===== config.mk =====
export PLATFORM = sky130hd
export DESIGN_NAME = eq_coef_load_ctl
export DESIGN_NICKNAME = d
export VERILOG_FILES = /design/src/rtl/eq_ctl_pkg.sv /design/src/rtl/eq_ctl_edge_det.sv /design/src/rtl/eq_coef_load_ctl.sv
export SDC_FILE = /design/constraint.sdc
export NUM_CORES = 1
export LEC_CHECK = 0
export BUFFER_PORTS_ARGS = -buffer_cell sky130_fd_sc_hd__buf_4
export CELL_PAD_IN_SITES_DETAIL_PLACEMENT = 1
export CELL_PAD_IN_SITES_GLOBAL_PLACEMENT = 1
export CORE_MARGIN = 2
export CORE_UTILIZATION = 37
export CTS_CLUSTER_DIAMETER = 150
export DETAILED_ROUTE_END_ITERATION = 10
export PLACE_DENSITY = 0.83
export SYNTH_ARGS = -nofsm -noshare
export SYNTH_HDL_FRONTEND = slang
export SYNTH_SLANG_ARGS = --single-unit

===== constraint.sdc =====
create_clock -name user_clk -period 1.9 [get_ports user_clk]
set_input_delay 0.19 -clock user_clk [delete_from_list [all_inputs] [get_ports user_clk]]
set_output_delay 0.19 -clock user_clk [all_outputs]
set_load 0.1 [all_outputs]

===== src/rtl/eq_ctl_pkg.sv =====
`default_nettype none
// ============================================================================
//  Module   : eq_ctl_pkg
//  Purpose  : Shared types and constants for the EQ coefficient load
//             controller: FSM state encoding, control-word bit positions
//             and default widths.
//  Revision : 1.0  initial release
// ============================================================================
package eq_ctl_pkg;

    // Sequencer states; FILL is unreachable when fill mode is not built in
    typedef enum logic [1:0] {
        IDLE = 2'd0,
        WR   = 2'd1,
        FILL = 2'd2
    } eq_state_t;

    // Control-word layout
    localparam int CTL_W      = 32;
    localparam int STROBE_BIT = 31;
    localparam int FILL_BIT   = 30;
    localparam int ADDR_LSB   = 16;

    // Default geometry: 2048 channels, 16-bit coefficients
    localparam int EQ_ADDR_W  = 11;
    localparam int EQ_COEF_W  = 16;

endpackage : eq_ctl_pkg
`default_nettype wire


===== src/rtl/eq_ctl_edge_det.sv =====
`default_nettype none
// ============================================================================
//  Module   : eq_ctl_edge_det
//  Purpose  : Registers the software strobe bit and flags any change of it
//             (rising or falling) as a new command.
//  Revision : 1.0  initial release
// ============================================================================
module eq_ctl_edge_det (
    input  logic clk,
    input  logic rst_n,
    input  logic i_strobe,
    output logic o_toggle
);

    logic r_strobe_q;

    // Previous strobe value; cleared by reset so a strobe already high at
    // release counts as one command
    always_ff @(posedge clk or negedge rst_n) begin
        if (!rst_n) begin
            r_strobe_q <= 1'b0;
        end else begin
            r_strobe_q <= i_strobe;
        end
    end

    assign o_toggle = i_strobe ^ r_strobe_q;

endmodule : eq_ctl_edge_det
`default_nettype wire


===== src/rtl/eq_coef_load_ctl.sv =====
`default_nettype none
// ============================================================================
//  Module   : eq_coef_load_ctl
//  Purpose  : Sequences software-issued writes of equaliser coefficients
//             into the per-channel coefficient RAM over a valid/ready port.
//             A command is any toggle of ctl_word[31]; it issues either a
//             single write or (with EQ_CTL_FILL_EN defined) a fill of every
//             channel with one coefficient.
//  Config   : EQ_CTL_FILL_EN - enables fill mode selected by ctl_word[30]
//  Revision : 1.0  initial release
// ============================================================================
module eq_coef_load_ctl
    import eq_ctl_pkg::*;
#(
    parameter int ADDR_W = EQ_ADDR_W,
    parameter int COEF_W = EQ_COEF_W
) (
    input  logic                user_clk,
    input  logic                user_rst_n,
    input  logic [CTL_W-1:0]    ctl_word,
    output logic                coef_valid,
    input  logic                coef_rdy,
    output logic [ADDR_W-1:0]   coef_addr,
    output logic [COEF_W-1:0]   coef_data,
    output logic                busy,
    output logic [15:0]         wr_count,
    output logic                cmd_dropped
);

    eq_state_t r_state;
    logic      w_toggle;
    logic      w_accept;
    logic      w_unused_ctl;

    // Not every control-word bit carries a field in every configuration
    assign w_unused_ctl = ^ctl_word;

    eq_ctl_edge_det u_edge_det (
        .clk      (user_clk),
        .rst_n    (user_rst_n),
        .i_strobe (ctl_word[STROBE_BIT]),
        .o_toggle (w_toggle)
    );

    // A beat completes in the cycle valid and ready are both high
    assign w_accept = coef_valid & coef_rdy;

    // Command sequencer with all outputs registered; ready only influences
    // the next-state decision, never valid in the same cycle
    always_ff @(posedge user_clk or negedge user_rst_n) begin
        if (!user_rst_n) begin
            r_state     <= IDLE;
            coef_valid  <= 1'b0;
            coef_addr   <= '0;
            coef_data   <= '0;
            busy        <= 1'b0;
            wr_count    <= 16'd0;
            cmd_dropped <= 1'b0;
        end else begin
            // A command arriving while a previous one is still in flight
            // (including its final acceptance cycle) is discarded
            if (w_toggle && (r_state != IDLE)) begin
                cmd_dropped <= 1'b1;
            end

            if (w_accept) begin
                wr_count <= wr_count + 16'd1;
            end

            case (r_state)
                IDLE: begin
                    if (w_toggle) begin
                        coef_data  <= ctl_word[COEF_W-1:0];
                        coef_valid <= 1'b1;
                        busy       <= 1'b1;
`ifdef EQ_CTL_FILL_EN
                        if (ctl_word[FILL_BIT]) begin
                            r_state   <= FILL;
                            coef_addr <= '0;
                        end else begin
                            r_state   <= WR;
                            coef_addr <= ctl_word[ADDR_LSB +: ADDR_W];
                        end
`else
                        r_state   <= WR;
                        coef_addr <= ctl_word[ADDR_LSB +: ADDR_W];
`endif
                    end
                end

                WR: begin
                    if (w_accept) begin
                        r_state    <= IDLE;
                        coef_valid <= 1'b0;
                        busy       <= 1'b0;
                    end
                end

`ifdef EQ_CTL_FILL_EN
                FILL: begin
                    if (w_accept) begin
                        // Last channel written: stop, no wrap back to 0
                        if (&coef_addr) begin
                            r_state    <= IDLE;
                            coef_valid <= 1'b0;
                            busy       <= 1'b0;
                        end else begin
                            coef_addr <= coef_addr + 1'b1;
                        end
                    end
                end
`endif

                default: begin
                    r_state    <= IDLE;
                    coef_valid <= 1'b0;
                    busy       <= 1'b0;
                end
            endcase
        end
    end

endmodule : eq_coef_load_ctl
`default_nettype wire


Word-level counts from Yosys, hierarchy flattened. Index checks and enable logic that the tools add are counted.

Add/sub/neg operators: 1. $mul: 0. Divide/modulo/power cells: 0. $lt $le $gt $ge: 0. Equality and inequality tests: 3. Shift-type cells: 0. Mux-type cells: 6. Bitwise gates (word level): 2. Reduce and logical (&&, ||, !) cells: 5.

Operator list (count): $add 16x1->16 const B (1); $mux 2 (2); $ne 2x2->1 const B (2); $pmux 2 s2 (1); $reduce_and 2->1 (2); $eq 2x1->1 const B (1); $logic_not 2->1 (1); $mux 1 (2); $pmux 1 s2 (1); $reduce_bool 2->1 (1); $and 1x1->1 (1); $logic_and 1x1->1 (1); $xor 1x1->1 (1).

Bits in registers: 48. Latch bits: 0. Memory bits (writable): 0. Memory bits (read-only): 0. Bits of input ports: 35. Output and inout port bits: 46. Logic and storage cells: 24. Memories kept: 0.

Logic depth before layout (Yosys ltp). Gate-level depths: netlist of run 1.

Word-level depth: 3. Gate-level depth with buffers: 5. Mapped depth without buffers: 5.

Cells and area by module. From an unflattened synthesis of run 1, not the netlist that was laid out.

Cells, all modules: 125. Area, all modules: 1916.8 um^2.

By module, submodules not included: eq_coef_load_ctl (instances 1, cells an instance 123, area an instance 1883.1 um^2, seq. area each 1126.1 um^2); eq_ctl_edge_det (instances 1, cells an instance 2, area an instance 33.8 um^2, seq. area each 25.0 um^2).

Least setup slack after synthesis of run 1. No wires, ideal clock.

Path kind: flip-flop to flip-flop. Start: reg wr_count[0]. End: reg wr_count[12]. Library setup time: 81 ps. Arrival: 1958 ps. Required time: 1819 ps. Setup slack: -139 ps. Cell stages (with the launch flop): 6. Path buffers: 0. Clock period less this slack: 2039 ps. Cell sequence: dfrtp_1 -> ha_1 -> nand3_2 -> or2_4 -> nor3_2 -> xnor2_1.

Cells in the longest elaborated chain, start to end: 1.

Ends and longest elaborated chain: start: declaration (RTL line eq_coef_load_ctl.sv:26) `output logic [15:0] wr_count,`; start signal: assignment (RTL line eq_coef_load_ctl.sv:67) `wr_count <= wr_count + 16'd1;`; $add 16x1->16 (RTL line eq_coef_load_ctl.sv:67).

No other way between the ends. A chain may end at the register's enable or synchronous reset.

Worst setup path after layout of run 1.
Start: reg u_edge_det.r_strobe_q. End: reg coef_data[14].

Cells in the longest elaborated chain, start to end: 2.

Ends and longest elaborated chain: start: declaration (RTL line eq_ctl_edge_det.sv:15) `logic r_strobe_q;`; start signal: assignment (RTL line eq_ctl_edge_det.sv:23) `r_strobe_q <= i_strobe;`; $xor 1x1->1 (RTL line eq_ctl_edge_det.sv:27) `assign o_toggle = i_strobe ^ r_strobe_q;`; $reduce_and 2->1 (no line); end signal: assignment (RTL line eq_coef_load_ctl.sv:73) `coef_data <= ctl_word[COEF_W-1:0];`; end: declaration (RTL line eq_coef_load_ctl.sv:24) `output logic [COEF_W-1:0] coef_data,`.

No other way between the ends.

==> run summary, run 1 <==
First drt pass iteration count -> 3
Worst EP required -> 2080 ps
Number of sinks handled by clock tree synthesis -> 46
Element type at the critical path end -> flop
Uppermost layer routed -> met4
Setup slack after layout -> 383.9 ps
Post-detailed-route count of antenna-violating nets -> 0
Post-synthesis sequential area ratio -> 58.56%
Starting utilization of the core area -> 38.49%
CTS H-tree depth -> 2
Headroom to the max-slew limit -> 60.52%
Dpl ws -> 385.2 ps
Synth Net Count -> 166
Number of vias per cell after detailed routing -> 4.698
TritonCTS clock tree -> done
Number of warnings printed during yosys synthesis -> 0
Antenna fix cells -> 0
RSZ-0062 raised after global routing -> false
Synthesized instance count -> 130
Kind of critical path -> reg -> reg
Area enclosed by the die boundary -> 5911 µm²
Summed negative setup slack over all endpoints -> 0 ps
Critical Path Source Type -> flop
Aggregate global-route resource usage -> 16.47%
Post-Syn Area -> 1966 µm²
Routed length on met2 -> 2103 µm
Ports -> 81
Largest net degree at the start of global routing -> 47
Fill cell total of the finished layout -> 550
X dimension of the die -> 76.89 µm
Number of input and output port buffers inserted -> 76
Maxcap violations -> 0
Worst clock skew -> 4.354 ps
Synth Area per Inst -> 15.12 µm²
Status -> finished clean
Count of final max-slew check failures -> 0
Final Hold Viols -> 0
Most frequent cells in the layout -> sky130_fd_sc_hd__buf_4, sky130_fd_sc_hd__dfrtp_1, sky130_fd_sc_hd__mux2_4
Via count of the first global-routing pass -> 1,467
Total met3 wirelength after detailed routing -> 357 µm
Post-detailed-placement half-perimeter wirelength -> 3269 µm
Share of post-route cells with drive strength above 1 -> 61.61%
Clock latency reported for the late side of the worst-skew pair -> 300 ps
Synthesized flop and latch total -> 46
Data arrival time at the worst-slack endpoint -> 1690 ps
Detailed Route Iter0 Violations -> 44
Most frequent standard cell in the layout excluding fill and tap cells -> sky130_fd_sc_hd__buf_4
Total Routed Length -> 4477 µm
Synthesis-to-layout area growth -> 37.05%
Path type of the worst min-delay path -> in -> reg
Post-route clock period utilization -> 79.79%
Number of buffers between clock root and the deepest sink -> 2
Post-cts gate resize count -> 0
Overall overflow remaining after global route -> 0
Average wire length per cell after detail routing -> 15.93 µm
Maximum fanout along the worst path -> 27
Die boundary height -> 76.89 µm
Nets -> 246
First-pass GRT wire length -> 7672 µm
CTS buffer count -> 5
Number of distinct library cells after synthesis -> 25
Standard-cell row count -> 26
Clock transition at the registers of the reported paths -> 80 ps
F_max -> 0.6596 GHz
Transition time of the tightest slew-check pin -> 592.2 ps
Final weighted congestion in routability-driven placement -> 0.6823
Root buffer selected by CTS -> sky130_fd_sc_hd__clkbuf_8
M1 WL -> 1958 µm
Hold Slack -> 16.67 ps
Shortest clock period the worst path allows after layout -> 1516 ps
Final-report setup violation count -> 0
Antenna violations before repair -> 0
DR DRC count -> 0
Placeable core region -> 5107 µm²
Via Count -> 1,320
state kept, by name, summed over array words and instances, names as in the netlist:
| name | count |
|---|---|
| wr_count | 16 |
| coef_addr | 11 |
| cmd_dropped | 1 |
| coef_data | 16 |
| busy | 1 |
| u_edge_det.r_strobe_q | 1 |
routing by layer:
metal	up-vias	global-route usage, %
li1	596	-
met3	7	4.706
met1	655	21.47
met2	62	26.14
met4	0	6.000
met5	-	0
cell usage after synthesis:
library cell               n  area share [%]
sky130_fd_sc_hd__and2_1    1            0.32
sky130_fd_sc_hd__and3_1    3            0.95
sky130_fd_sc_hd__buf_12    2             2.0
sky130_fd_sc_hd__mux2_2    8             4.6
sky130_fd_sc_hd__inv_1     2            0.38
sky130_fd_sc_hd__nand2_1   7             1.3
sky130_fd_sc_hd__a21o_2    1            0.45
sky130_fd_sc_hd__nor4_2    2             1.3
sky130_fd_sc_hd__nand4_1   2            0.64
sky130_fd_sc_hd__buf_2     1            0.25
sky130_fd_sc_hd__nor3_1    2            0.51
sky130_fd_sc_hd__and2b_1   1            0.38
sky130_fd_sc_hd__xnor2_1   9             4.0
sky130_fd_sc_hd__mux2_4   20              15
sky130_fd_sc_hd__dfrtp_1  46              59
sky130_fd_sc_hd__nor2b_1   1            0.32
sky130_fd_sc_hd__or2_4     1            0.45
sky130_fd_sc_hd__nand3_2   2             1.0
sky130_fd_sc_hd__nor3_2    2             1.0
sky130_fd_sc_hd__nand3_1   3            0.76
sky130_fd_sc_hd__nor2_1    4            0.76
sky130_fd_sc_hd__buf_4     1            0.38
sky130_fd_sc_hd__ha_1      1            0.64
sky130_fd_sc_hd__buf_6     1            0.57
sky130_fd_sc_hd__xor2_1    7             3.1
what timing repair did:
item                                   CTS  global route
setup buffers                            0             0
hold buffers                             1             0
endpoints found under the hold margin   46             0
logic make-up after synthesis:
logic type	share of synthesized area (%)
XOR/XNOR	7.130
adder cells (fa/ha/maj)	0.6364
AO/OA/AOI/OAI	0.4457
multiplexers	19.86
AND/OR/NAND/NOR	9.739
flip-flops	58.56
buffers and inverters	3.628
critical path: stages, from the launching register on:
cell and delay (ps):
sky130_fd_sc_hd__dfrtp_1 380, sky130_fd_sc_hd__xor2_1 230, sky130_fd_sc_hd__and2b_1 200, sky130_fd_sc_hd__buf_12 220
sky130_fd_sc_hd__mux2_2 370
per-stage QoR:
stage               cell area, µm²  cells  util [%]
floorplan                     1978    130         -
global placement              2592    272     50.76
detailed placement            2592    272     50.76
CTS                           2694    281     52.74
global route                  2694    281     52.74
finish                        2694    281     52.74
path summary, 6_finish.rpt:
kind                                             from  cells past startpoint                     to  slack, ps
min in group asynchronous                  user_rst_n                      2          coef_data[11]        450
worst max-delay path            u_edge_det.r_strobe_q                      4          coef_data[14]        380
max in group asynchronous                  user_rst_n                      2            wr_count[6]       1020
worst min register to register           wr_count[15]                      1           wr_count[15]        480
worst max register to register  u_edge_det.r_strobe_q                      4          coef_data[14]        380
worst min-delay path                     ctl_word[31]                      1  u_edge_det.r_strobe_q         20
cell type report:
type,instances,area [µm²],share of cell area (%)
clock buffer,7,86.33,3.205
clock inverter,1,5.005,0.1858
inverter,2,7.507,0.2787
multi-input combinational,77,743.2,27.59
sequential,46,1164,43.20
tap,70,87.58,3.251
timing repair buffer,78,600.6,22.29
Power of run 1 is left out: the tool's default activity adds up to more than one toggle a clock period on the data nets, which glitch-free logic cannot reach.
==> run 2, diff against run 1 <==
--- a/config.mk
+++ b/config.mk
@@ -9,10 +9,10 @@
 export CELL_PAD_IN_SITES_DETAIL_PLACEMENT = 1
 export CELL_PAD_IN_SITES_GLOBAL_PLACEMENT = 1
 export CORE_MARGIN = 2
-export CORE_UTILIZATION = 37
+export CORE_UTILIZATION = 34
 export CTS_CLUSTER_DIAMETER = 150
 export DETAILED_ROUTE_END_ITERATION = 10
-export PLACE_DENSITY = 0.83
+export PLACE_DENSITY = 0.81
 export SYNTH_ARGS = -nofsm -noshare
 export SYNTH_HDL_FRONTEND = slang
 export SYNTH_SLANG_ARGS = --single-unit
==> constraint.sdc (replaced) <==
create_clock -name user_clk -period 1.35 [get_ports user_clk]
set_input_delay 0.135 -clock user_clk [delete_from_list [all_inputs] [get_ports user_clk]]
set_output_delay 0.135 -clock user_clk [all_outputs]
set_load 0.1 [all_outputs]
==> run summary, run 2 (synthesis gave the netlist of run 1 again) <==
Clock latency reported for the late side of the worst-skew pair -> 290 ps
Maxcap violations -> 0
Post-detailed-placement half-perimeter wirelength -> 3181 µm
Clock transition at the registers of the reported paths -> 80 ps
Post-detailed-route count of antenna-violating nets -> 0
RSZ-0062 raised after global routing -> true
Share of post-route cells with drive strength above 1 -> 71.49%
Kind of critical path -> reg -> reg
Leading registers by flop count -> coef_data: 16 flops, wr_count: 16 flops, coef_addr: 11 flops
Post-route clock period utilization -> 105.5%
Largest net degree at the start of global routing -> 47
Ports -> 81
Total Routed Length -> 4902 µm
DR DRC count -> 0
Via count of the first global-routing pass -> 1,408
Status -> finished, violations left
Data arrival time at the worst-slack endpoint -> 1600 ps
Shortest clock period the worst path allows after layout -> 1424 ps
Path type of the worst min-delay path -> in -> reg
F_max -> 0.7024 GHz
Element type at the critical path end -> flop
Count of final max-slew check failures -> 0
CTS H-tree depth -> 2
Area enclosed by the die boundary -> 6406 µm²
First drt pass iteration count -> 4
Dpl cells -> 278
X dimension of the die -> 80.04 µm
Number of sinks handled by clock tree synthesis -> 46
Final-report setup violation count -> 28
Starting utilization of the core area -> 35.48%
Root buffer selected by CTS -> sky130_fd_sc_hd__clkbuf_8
Number of input and output port buffers inserted -> 76
First-pass GRT wire length -> 7176 µm
Headroom to the max-slew limit -> 61.42%
Overall overflow remaining after global route -> 0
Critical Path Source Type -> flop
Setup slack after layout -> -73.71 ps
Worst clock skew -> 6.207 ps
Nets -> 263
Most frequent standard cell in the layout excluding fill and tap cells -> sky130_fd_sc_hd__buf_4
Violations in the final reports -> hold timing, setup timing
Worst EP required -> 1520 ps
Aggregate global-route resource usage -> 14.57%
Antenna violations before repair -> 0
Antenna fix cells -> 0
Transition time of the tightest slew-check pin -> 578.7 ps
Die boundary height -> 80.04 µm
Number of buffers between clock root and the deepest sink -> 2
Final Instance Count excl. Fillers -> 300
Final weighted congestion in routability-driven placement -> 0.6919
Average wire length per cell after detail routing -> 16.34 µm
Synthesis-to-layout area growth -> 54.55%
Via Count -> 1,379
TritonCTS clock tree -> done
Number of vias per cell after detailed routing -> 4.597
Final Hold Viols -> 1
Detailed Route Iter0 Violations -> 34
Standard-cell row count -> 27
Number of buffers inserted for hold repair after clock tree synthesis -> 1
CTS buffer count -> 5
Hold Slack -> -17.57 ps
Maximum fanout along the worst path -> 7
Most frequent cells in the layout -> sky130_fd_sc_hd__buf_4, sky130_fd_sc_hd__dfrtp_1, sky130_fd_sc_hd__mux2_4
Placeable core region -> 5540 µm²
## run 2: cell count changes in the layout (fill, tap and decap cells not counted), moves of 3 or more
cell and change:
sky130_fd_sc_hd__buf_4 +12, sky130_fd_sc_hd__buf_6 +3, sky130_fd_sc_hd__dfrtp_1 -5, sky130_fd_sc_hd__dfrtp_2 -10, sky130_fd_sc_hd__dfrtp_4 +15, sky130_fd_sc_hd__mux2_2 -8
sky130_fd_sc_hd__mux2_4 +8
## run 2: metal layers
metal,track usage [%],wire [µm],vias up,part of all wire [%]
met5,0,0,-,0
met4,3.559,12,0,0.24
met3,3.507,294,2,6.0
met2,22.75,2407,57,49
met1,20.42,2188,689,45
li1,-,-,631,-
## run 2: worst max-delay path, stage by stage (launching register included)
cell,delay [ps]
sky130_fd_sc_hd__dfrtp_4,480
sky130_fd_sc_hd__and2b_4,340
sky130_fd_sc_hd__clkbuf_16,190
sky130_fd_sc_hd__mux2_4,300
## run 2: what timing repair did
| action | in CTS | in global routing |
|---|---|---|
| resized for setup | 1 | 21 |
| setup endpoints to repair | 28 | 37 |
| pin swaps | 2 | 15 |
| buffers inserted | 1 | 9 |
| endpoints found under the hold margin | 47 | 1 |
| gates cloned | 0 | 3 |
## run 2: through the flow
step                utilization, %  cell area (µm²)  TNS, ps  hold slack, ps  setup slack [ps]
floorplan                        -             2067    -6132          -160.6            -222.7
global placement             48.87             2708    -1132           181.1            -65.82
detailed placement           48.87             2708    -1792           180.8            -96.06
CTS                          50.79             2814    -2050          -39.77            -113.6
global route                 54.83             3038    -2302          -32.17            -95.73
finish                       54.83             3038    -1384          -17.57            -73.71
## run 2: area by class of cell
class	instances	area [µm²]
Clock buffer	6	72.57
Inverter	2	7.507
Sequential cell	46	1207
Multi-Input combinational cell	77	875.8
Clock inverter	2	10.01
Fill cell	558	2502
Tap cell	72	90.09
Timing Repair Buffer	95	774.5
## run 2: path summary, 6_finish.rpt
kind | slack (ps) | cells after the start | start | endpoint
setup reg to reg | -70 | 3 | busy | coef_addr[9]
hold / removal | -20 | 1 | ctl_word[31] | u_edge_det.r_strobe_q
min in group asynchronous | 410 | 2 | user_rst_n | coef_data[0]
max in group asynchronous | 500 | 2 | user_rst_n | wr_count[3]
setup / recovery | -70 | 3 | busy | coef_addr[9]
hold reg to reg | 470 | 1 | cmd_dropped | cmd_dropped
Power of run 2 is left out for the same reason.
